File: config.mk
export PLATFORM = sky130hd
export DESIGN_NAME = ahb_arbiter
export DESIGN_NICKNAME = d
export VERILOG_FILES = /design/src/rtl/ahb_arbiter_pkg.sv /design/src/rtl/ahb_arb_rr.sv /design/src/rtl/ahb_arbiter.sv
export SDC_FILE = /design/constraint.sdc
export NUM_CORES = 1
export LEC_CHECK = 0
export ABC_CLOCK_PERIOD_IN_PS = 4510
export CAP_MARGIN = 15
export CORE_ASPECT_RATIO = 1.25
export CORE_MARGIN = 8
export CORE_UTILIZATION = 30
export DETAILED_ROUTE_END_ITERATION = 10
export DONT_BUFFER_PORTS = 1
export PLACE_DENSITY = 0.5
export SLEW_MARGIN = 0
export SYNTH_ARGS = -nofsm -noshare
export SYNTH_HDL_FRONTEND = slang
export SYNTH_SLANG_ARGS = --single-unit
File: constraint.sdc
create_clock -name HCLK -period 4.51 [get_ports HCLK]
set_input_delay 0.2255 -clock HCLK [delete_from_list [all_inputs] [get_ports HCLK]]
set_output_delay 0.2255 -clock HCLK [all_outputs]
set_load 0.01 [all_outputs]
File: src/rtl/ahb_arbiter_pkg.sv
// Shared AHB codes and burst-length helper for the arbiter slice.
package ahb_arbiter_pkg;

  localparam int unsigned MAX_MASTER = 16;

  typedef enum logic [1:0] {
    HTRANS_IDLE   = 2'd0,
    HTRANS_BUSY   = 2'd1,
    HTRANS_NONSEQ = 2'd2,
    HTRANS_SEQ    = 2'd3
  } htrans_e;

  typedef enum logic [2:0] {
    HBURST_SINGLE = 3'd0,
    HBURST_INCR   = 3'd1,
    HBURST_WRAP4  = 3'd2,
    HBURST_INCR4  = 3'd3,
    HBURST_WRAP8  = 3'd4,
    HBURST_INCR8  = 3'd5,
    HBURST_WRAP16 = 3'd6,
    HBURST_INCR16 = 3'd7
  } hburst_e;

  // Number of address phases in a burst; undefined-length INCR counts as 1
  // so that it stays preemptible after every beat.
  function automatic logic [4:0] burst_len(input logic [2:0] hburst);
    logic [4:0] len;
    len = 5'd1;
    case (hburst_e'(hburst))
      HBURST_SINGLE: len = 5'd1;
      HBURST_INCR:   len = 5'd1;
      HBURST_WRAP4:  len = 5'd4;
      HBURST_INCR4:  len = 5'd4;
      HBURST_WRAP8:  len = 5'd8;
      HBURST_INCR8:  len = 5'd8;
      HBURST_WRAP16: len = 5'd16;
      HBURST_INCR16: len = 5'd16;
      default:       len = 5'd1;
    endcase
    return len;
  endfunction

endpackage

File: src/rtl/ahb_arb_rr.sv
// Combinational round-robin picker: first requester above 'last', wrapping,
// with 'last' itself considered at the very end.
module ahb_arb_rr
  import ahb_arbiter_pkg::*;
#(
  parameter int unsigned NUM_MASTER = 2
) (
  input  logic [NUM_MASTER-1:0] req,
  input  logic [3:0]            last,
  output logic [NUM_MASTER-1:0] gnt,
  output logic [3:0]            idx,
  output logic                  any
);

  logic [MAX_MASTER-1:0] req_ext;
  logic [MAX_MASTER-1:0] gnt_ext;
  logic [3:0]            cand;
  logic                  found;

  assign req_ext = MAX_MASTER'(req);

  // Scan offsets 1..NUM_MASTER from 'last'; offset NUM_MASTER is the owner.
  always_comb begin
    idx   = '0;
    found = 1'b0;
    cand  = '0;
    for (int unsigned k = 1; k <= NUM_MASTER; k++) begin
      cand = 4'((32'(last) + k) % NUM_MASTER);
      if (!found && req_ext[cand]) begin
        idx   = cand;
        found = 1'b1;
      end
    end
  end

  // One-hot form of the chosen index, empty when nobody requests.
  always_comb begin
    gnt_ext = '0;
    if (found) gnt_ext[idx] = 1'b1;
  end

  assign gnt = gnt_ext[NUM_MASTER-1:0];
  assign any = |req;

endmodule

File: src/rtl/ahb_arbiter.sv
// AHB bus arbiter: round-robin, burst-aware, lock-aware, parks on
// DEFAULT_MASTER when the bus is idle.
module ahb_arbiter
  import ahb_arbiter_pkg::*;
#(
  parameter int unsigned NUM_MASTER     = 2,
  parameter int unsigned DEFAULT_MASTER = 0
) (
  input  logic                  HCLK,
  input  logic                  HRESETn,
  input  logic [NUM_MASTER-1:0] HBUSREQ,
  input  logic [NUM_MASTER-1:0] HLOCK,
  input  logic [1:0]            HTRANS,
  input  logic [2:0]            HBURST,
  input  logic                  HREADY,
  output logic [NUM_MASTER-1:0] HGRANT,
  output logic [3:0]            HMASTER,
  output logic                  HMASTLOCK
);

  localparam logic [3:0]            DEF_IDX     = 4'(DEFAULT_MASTER);
  localparam logic [MAX_MASTER-1:0] DEF_GNT_EXT = MAX_MASTER'(1) << DEFAULT_MASTER;
  localparam logic [NUM_MASTER-1:0] DEF_GNT     = DEF_GNT_EXT[NUM_MASTER-1:0];

  logic [3:0]            gidx;       // index of the current HGRANT holder
  logic [3:0]            cnt;        // remaining address phases of fixed burst
  logic [3:0]            cnt_next;
  logic [MAX_MASTER-1:0] lock_ext;
  logic                  owner_lock;
  logic                  arb_ok;

  logic [NUM_MASTER-1:0] pick_gnt;
  logic [3:0]            pick_idx;
  logic                  pick_any;
  logic [NUM_MASTER-1:0] nxt_gnt;
  logic [3:0]            nxt_idx;

  assign lock_ext   = MAX_MASTER'(HLOCK);
  assign owner_lock = lock_ext[gidx];

  // Round-robin pointer is the current grant holder: the winner always
  // becomes the new holder, so a separate pointer register would mirror gidx.
  ahb_arb_rr #(
    .NUM_MASTER (NUM_MASTER)
  ) u_rr (
    .req  (HBUSREQ),
    .last (gidx),
    .gnt  (pick_gnt),
    .idx  (pick_idx),
    .any  (pick_any)
  );

  // Next grant: round-robin winner, or park on the default master.
  always_comb begin
    nxt_gnt = DEF_GNT;
    nxt_idx = DEF_IDX;
    if (pick_any) begin
      nxt_gnt = pick_gnt;
      nxt_idx = pick_idx;
    end
  end

  // Beat counter next value; only an accepted transfer changes it.
  always_comb begin
    cnt_next = cnt;
    if (HREADY) begin
      case (htrans_e'(HTRANS))
        HTRANS_NONSEQ: cnt_next = 4'(burst_len(HBURST) - 5'd1);
        HTRANS_SEQ:    if (cnt != '0) cnt_next = cnt - 4'd1;
        default:       cnt_next = cnt;
      endcase
    end
  end

  assign arb_ok = !owner_lock && (cnt_next == '0);

  // Grant, ownership and beat-counter registers; wait states freeze all.
  always_ff @(posedge HCLK) begin
    if (!HRESETn) begin
      HGRANT    <= DEF_GNT;
      gidx      <= DEF_IDX;
      HMASTER   <= DEF_IDX;
      HMASTLOCK <= 1'b0;
      cnt       <= '0;
    end else if (HREADY) begin
      cnt       <= cnt_next;
      HMASTER   <= gidx;
      HMASTLOCK <= owner_lock;
      if (arb_ok) begin
        HGRANT <= nxt_gnt;
        gidx   <= nxt_idx;
      end
    end
  end

  a_grant_onehot: assert property (@(posedge HCLK) disable iff (!HRESETn) $onehot(HGRANT))
    else $error("HGRANT not one-hot: %b", HGRANT);

endmodule

; ---- Yosys cells after proc, flatten, opt, wreduce, memory -nomap -nowiden
; Memories as Yosys holds them, arrays and structs flattened.
; Index checks and enable logic that the tools add are counted.
[totals]
regBits = 15
rom_bits = 32
out_inout_bits = 7
wordCells = 46
memories = 1
[mem_list]
columns = name, depth, word_bits, rd, rd_ports_with_merged_regs, write_ports, line
row1 = (no name shown), 8, 4, 1, 0, 0, ahb_arbiter_pkg.sv:29  ; case (hburst_e'(hburst))
[op_classes]
addsub = 4
order_cmp = 5
eq_ne = 2
muxes = 20
reduce_logical = 9
[op_table]
columns = operator, n
row1 = 2-to-1 mux 4 bit, 6
row2 = "less-than comparator 1 x 5 -> 1 bit, second input constant", 2
row3 = "less-than comparator 4 x 5 -> 1 bit, second input constant", 2
row4 = 2-to-1 mux 1 bit, 9
row5 = case mux 4 bit (2 select lines), 1
row6 = "subtractor 4 x 1 -> 4 bit, second input constant", 2
row7 = binary-select mux 1 bit (select 4 bit), 1
row8 = demux 1 bit (select 4 bit), 1
row9 = "== test 2 bit, second input constant", 2
row10 = "greater-or-equal comparator 4 x 1 -> 1 bit, second input constant", 1
row11 = logical NOT 4 bit, 1
row12 = 2-to-1 mux 2 bit, 2
row13 = nonzero test 4 bit, 1
row14 = logical AND 1 bit, 3
row15 = "adder 1 bit, second input constant", 2
row16 = logical NOT 1 bit, 2
row17 = AND reduction 2 bit, 1
row18 = OR reduction 2 bit, 1

; ---- Depth between registers and ports, before layout
[logic_depth]
word_depth = 13
ltp_mapped = 7
depth_no_buf = 7

; ---- Cells and area by module
; Synthesis repeated with hierarchy kept, for this count alone.
[unflattened]
cells_unflattened = 89
hier_area_um2 = 844.6
[modules_own_cells]
columns = mod, instances, cells_each, area_per_inst_um2, seq_area_each_um2
row1 = ahb_arbiter, 1, 80, 785.8, 300.3
row2 = ahb_arb_rr, 1, 9, 58.8, 0.0

; ---- Worst setup path after synthesis
; No wires, ideal clock.
[synth_path]
kind = register to register
start = register cnt[0]
end = register HGRANT[0]
t_arrival_ns = 1.661
t_required_ns = 4.389
setup_slack_ns = 2.728
stages_incl_launch_ff = 8
path_buffers = 0
path_cell_list = dfxtp_1 -> inv_1 -> ha_1 -> nor3b_2 -> nor4b_1 -> a211oi_1 -> nand4_2 -> mux2_4
[synth_between]
elab_chain_len = 7
[synth_lines]
columns = item, line
row1 = "start, declared", ahb_arbiter.sv:26  ; logic [3:0] cnt;
row2 = "start signal, assigned", ahb_arbiter.sv:86  ; cnt <= cnt_next;
row3 = subtractor 4 x 1 -> 4 bit / nonzero test 4 bit (equally long branches), ahb_arbiter.sv:69  ; HTRANS_SEQ: if (cnt != '0) cnt_next = cnt - 4'd1;
row4 = 2-to-1 mux 4 bit, ahb_arbiter.sv:69
row5 = case mux 4 bit (2 select lines), ahb_arbiter.sv:67  ; case (htrans_e'(HTRANS))
row6 = 2-to-1 mux 4 bit (*), ahb_arbiter.sv:66  ; if (HREADY) begin
row7 = logical NOT 4 bit (*), ahb_arbiter.sv:75  ; assign arb_ok = !owner_lock && (cnt_next == '0);
row8 = logical AND 1 bit (*), ahb_arbiter.sv:75
row9 = AND reduction 2 bit (no line) (*), n/a
row10 = "end signal, assigned", ahb_arbiter.sv:90  ; HGRANT <= nxt_gnt;
row11 = "end, declared", ahb_arbiter.sv:16  ; output logic [NUM_MASTER-1:0] HGRANT,
; Every way passes the cells marked *; elsewhere a longest branch is shown, timed or not.
; A chain may end at the register's enable or synchronous reset.

; ---- Worst setup path after layout
; Ends and elaborated chain as after synthesis.

==> load_flow_metrics.sql <==
INSERT INTO impl_metrics (metric_group, metric, value, unit) VALUES
('outcome', 'outcome', 'finished, final reports clean', ''),
('setup_path', 'reg2reg_setup_slack', '2470', 'ps'),
('clock_network', 'worst_skew_pair.late_latency', '260', 'ps'),
('synth', 'syn_area', '551', 'µm²'),
('floorplanning', 'die-height', '63.9', 'µm'),
('placed_design', 'place_hpwl', '886', 'µm'),
('hold_path', 'class_of_the_tightest_hold_or_removal_check', 'in -> reg', ''),
('synth', 'synth_seq_area_share', '32.7', '%'),
('setup_path', 'worst-path-max-fanout', '5', ''),
('synth', 'synth.area.mux_share', '10.0', '%'),
('synth', 'synth-simple-area-share', '28.6', '%'),
('synth', 'synth_top_family_by_area', 'simple AND/OR/NAND/NOR gates', ''),
('sta', 'max_slew_vio_count', '0', ''),
('setup_path', 'ff2ff_path_depth', '7', ''),
('placed_design', 'portBuffers', '0', ''),
('clock_network', 'cts_repair_resize_count', '0', ''),
('layout', 'instances_no_fill', '80', ''),
('layout', 'layout.cells.most_common_list', 'dfxtp_1, inv_1, mux2i_1, nand2_1', ''),
('synth', 'syn-instance-count', '60', ''),
('setup_path', 'critPathKind', 'reg -> reg', ''),
('layout', 'post_route_cells_drive_above_1_share', '16.4', '%'),
('power_and_ir_drop', 'worst_ir_drop_vdd', '0.000137', 'V'),
('global_routing', 'wire_length_of_the_first_global_routing_pass', '1.81', 'mm'),
('layout', 'n_antenna_cell', '0', ''),
('layout', 'syn2layout_area_growth', '4.32', '%'),
('detailed_routing', 'route.vias.total', '423', ''),
('sta', 'fin_ws', '2470', 'ps'),
('clock_network', 'post_cts_setup_repair_bufs', '0', ''),
('sta', 'timing.final.crit_share', '45.3', '%'),
('global_routing', 'first_global_vias', '432', ''),
('sta', 'post-route-min-period', '2040', 'ps'),
('synth', 'synthArstFlopShare', '0', '%'),
('placed_design', 'dp_cells', '76', ''),
('floorplanning', 'floorplan.rows', '17', ''),
('placed_design', 'place_worst_setup_slack', '2480', 'ps'),
('synth', 'ys.warnings.count', '0', ''),
('sta', 'achievable-frequency', '489', 'MHz'),
('clock_network', 'tritoncts', 'yes', ''),
('detailed_routing', 'drc_errors', '0', ''),
('setup_path', 'crit_path_start_kind', 'flip-flop', ''),
('setup_path', 'crit_path_end_kind', 'flip-flop', ''),
('clock_network', 'path_clk_slew', '60', 'ps'),
('clock_network', 'cts_made_buffers', '3', ''),
('synth', 'synth_compound_gate_area_share', '16.8', '%'),
('synth', 'yosys_most_used_dff', 'dfxtp_1', ''),
('power_and_ir_drop', 'power.leakage', '0.228', 'nW'),
('global_routing', 'grt_usage', '6.85', '%'),
('detailed_routing', 'route.detailed.wl_per_inst', '14.0', 'µm'),
('setup_path', 'crit_required', '4660', 'ps'),
('clock_network', 'cts.root.buffer_cell', 'clkbuf_4', ''),
('global_routing', 'maximum_number_of_pins_on_one_net_before_global_route_repair', '11', ''),
('sta', 'fin_setup_tns', '0', 'ps'),
('floorplanning', 'floorplan.initialDensity', '31.6', '%'),
('detailed_routing', 'wirelength_routed', '1.12', 'mm'),
('placed_design', 'gp_congestion', '0.774', ''),
('power_and_ir_drop', 'p_per_area', '312', 'nW/µm²'),
('global_routing', 'global_route.overflow_total', '0', ''),
('floorplanning', 'die-width', '54.3', 'µm'),
('clock_network', 'htree_levels', '1', ''),
('floorplanning', 'die_area', '3470', 'µm²'),
('detailed_routing', 'via_per_inst', '5.29', ''),
('sta', 'setup_violations', '0', ''),
('clock_network', 'cts.path.max_buffers', '2', ''),
('synth', 'postSynthAreaPerCell', '9.18', 'µm²'),
('clock_network', 'holdBufCountCts', '0', ''),
('layout', 'mostFrequentLayoutCell', 'dfxtp_1', ''),
('clock_network', 'cts.sinks', '9', ''),
('detailed_routing', 'ant_nets', '0', ''),
('sta', 'final_hold_violation_count', '0', ''),
('synth', 'yosys_register_bits', '9', ''),
('flow_run', 'max_cap_viol_count', '0', ''),
('floorplanning', 'ios', '19', ''),
('synth', 'synthAdderAreaFrac', '2.27', '%'),
('global_routing', 'grt_antenna_before_repair', '0', ''),
('setup_path', 'crit_arrival', '2190', 'ps'),
('detailed_routing', 'drt_iter0_drc', '8', ''),
('synth', 'synth-edff-count', '0', ''),
('floorplanning', 'core_area', '1740', 'µm²'),
('layout', 'final_nets', '75', ''),
('hold_path', 'timing.hold.worst_path_depth', '1', ''),
('synth', 'synth_cell_type_count', '32', ''),
('synth', 'synthXorXnorAreaFrac', '0', '%'),
('sta', 'worst_clock_skew', '0.538', 'ps'),
('detailed_routing', 'drt_pass1_iterations', '4', ''),
('sta', 'rsz0062_at_grt', 'false', '');
critical path, stage by stage (launching register included):
cell and delay, ps:
dfxtp_1 340, inv_1 60, ha_1 180, nor3b_2 310
nor4b_1 90, a211oi_1 370, nand4_2 240, mux2_4 340
cells in the mapped netlist, drive strengths merged, types with 2 or more instances:
| master | instances | area [µm²] |
|---|---|---|
| a211oi | 2 | 15.0 |
| and2b | 3 | 23.8 |
| buf | 4 | 30.0 |
| dfxtp | 9 | 180 |
| inv | 4 | 15.0 |
| mux2i | 4 | 40.0 |
| nand2 | 5 | 21.3 |
| nand3b | 2 | 15.0 |
| nor2b | 2 | 12.5 |
| nor3 | 2 | 10.0 |
| nor4b | 2 | 17.5 |
| o21ai | 3 | 15.0 |
cell families (layout without fill, tap and decap cells):
group	Yosys count	in the layout
flops	9	9
buf+inv	9	8
mux	5	5
compound gates	12	12
other cells	1	3
simple gates	23	23
fa+ha+maj	1	1
worst paths after layout:
check / startpoint / endpoint
worst min register to register: gidx[0] / gidx[0]
worst max-delay path: cnt[0] / HGRANT[0]
worst min-delay path: HREADY / HMASTLOCK
worst max register to register: cnt[0] / HGRANT[0]
final cells by class:
type | instances | area (µm²)
fill | 201 | 1170
multi-input combinational | 44 | 329
sequential | 9 | 180
clock buffer | 4 | 26.3
tap | 19 | 23.8
inverter | 4 | 15.0
metrics by stage:
step                cell area (µm²)  hold WS, ps  util (%)  power [mW]
CTS                             574         47.2      32.9       0.182
floorplan                       558          422         -       0.118
detailed placement              548          323      31.4       0.119
finish                          574         52.1      32.9       0.179
global placement                548          320      31.4       0.118
global route                    574         36.6      32.9       0.191
sequential cells by signal, indices dropped and copies added, names as in the netlist:
signal     flops
cnt            4
HGRANT         2
gidx           1
HMASTLOCK      1
HMASTER        1
per-layer routing:
| metal | vias up | wire length [µm] | GRT usage [%] |
|---|---|---|---|
| met1 | 195 | 473 | 7.98 |
| met4 | 0 | 10 | 5.56 |
| li1 | 214 | - | - |
| met3 | 2 | 108 | 2.31 |
| met2 | 12 | 524 | 9.63 |
| met5 | - | 0 | 0 |
power by group:
group | internal [mW] | switching [mW]
clock network | 0.0341 | 0.0281
logic | 0.0148 | 0.0138
registers | 0.0838 | 0.00470
total | 0.133 | 0.0467
Power figures use the tool's default switching activity.
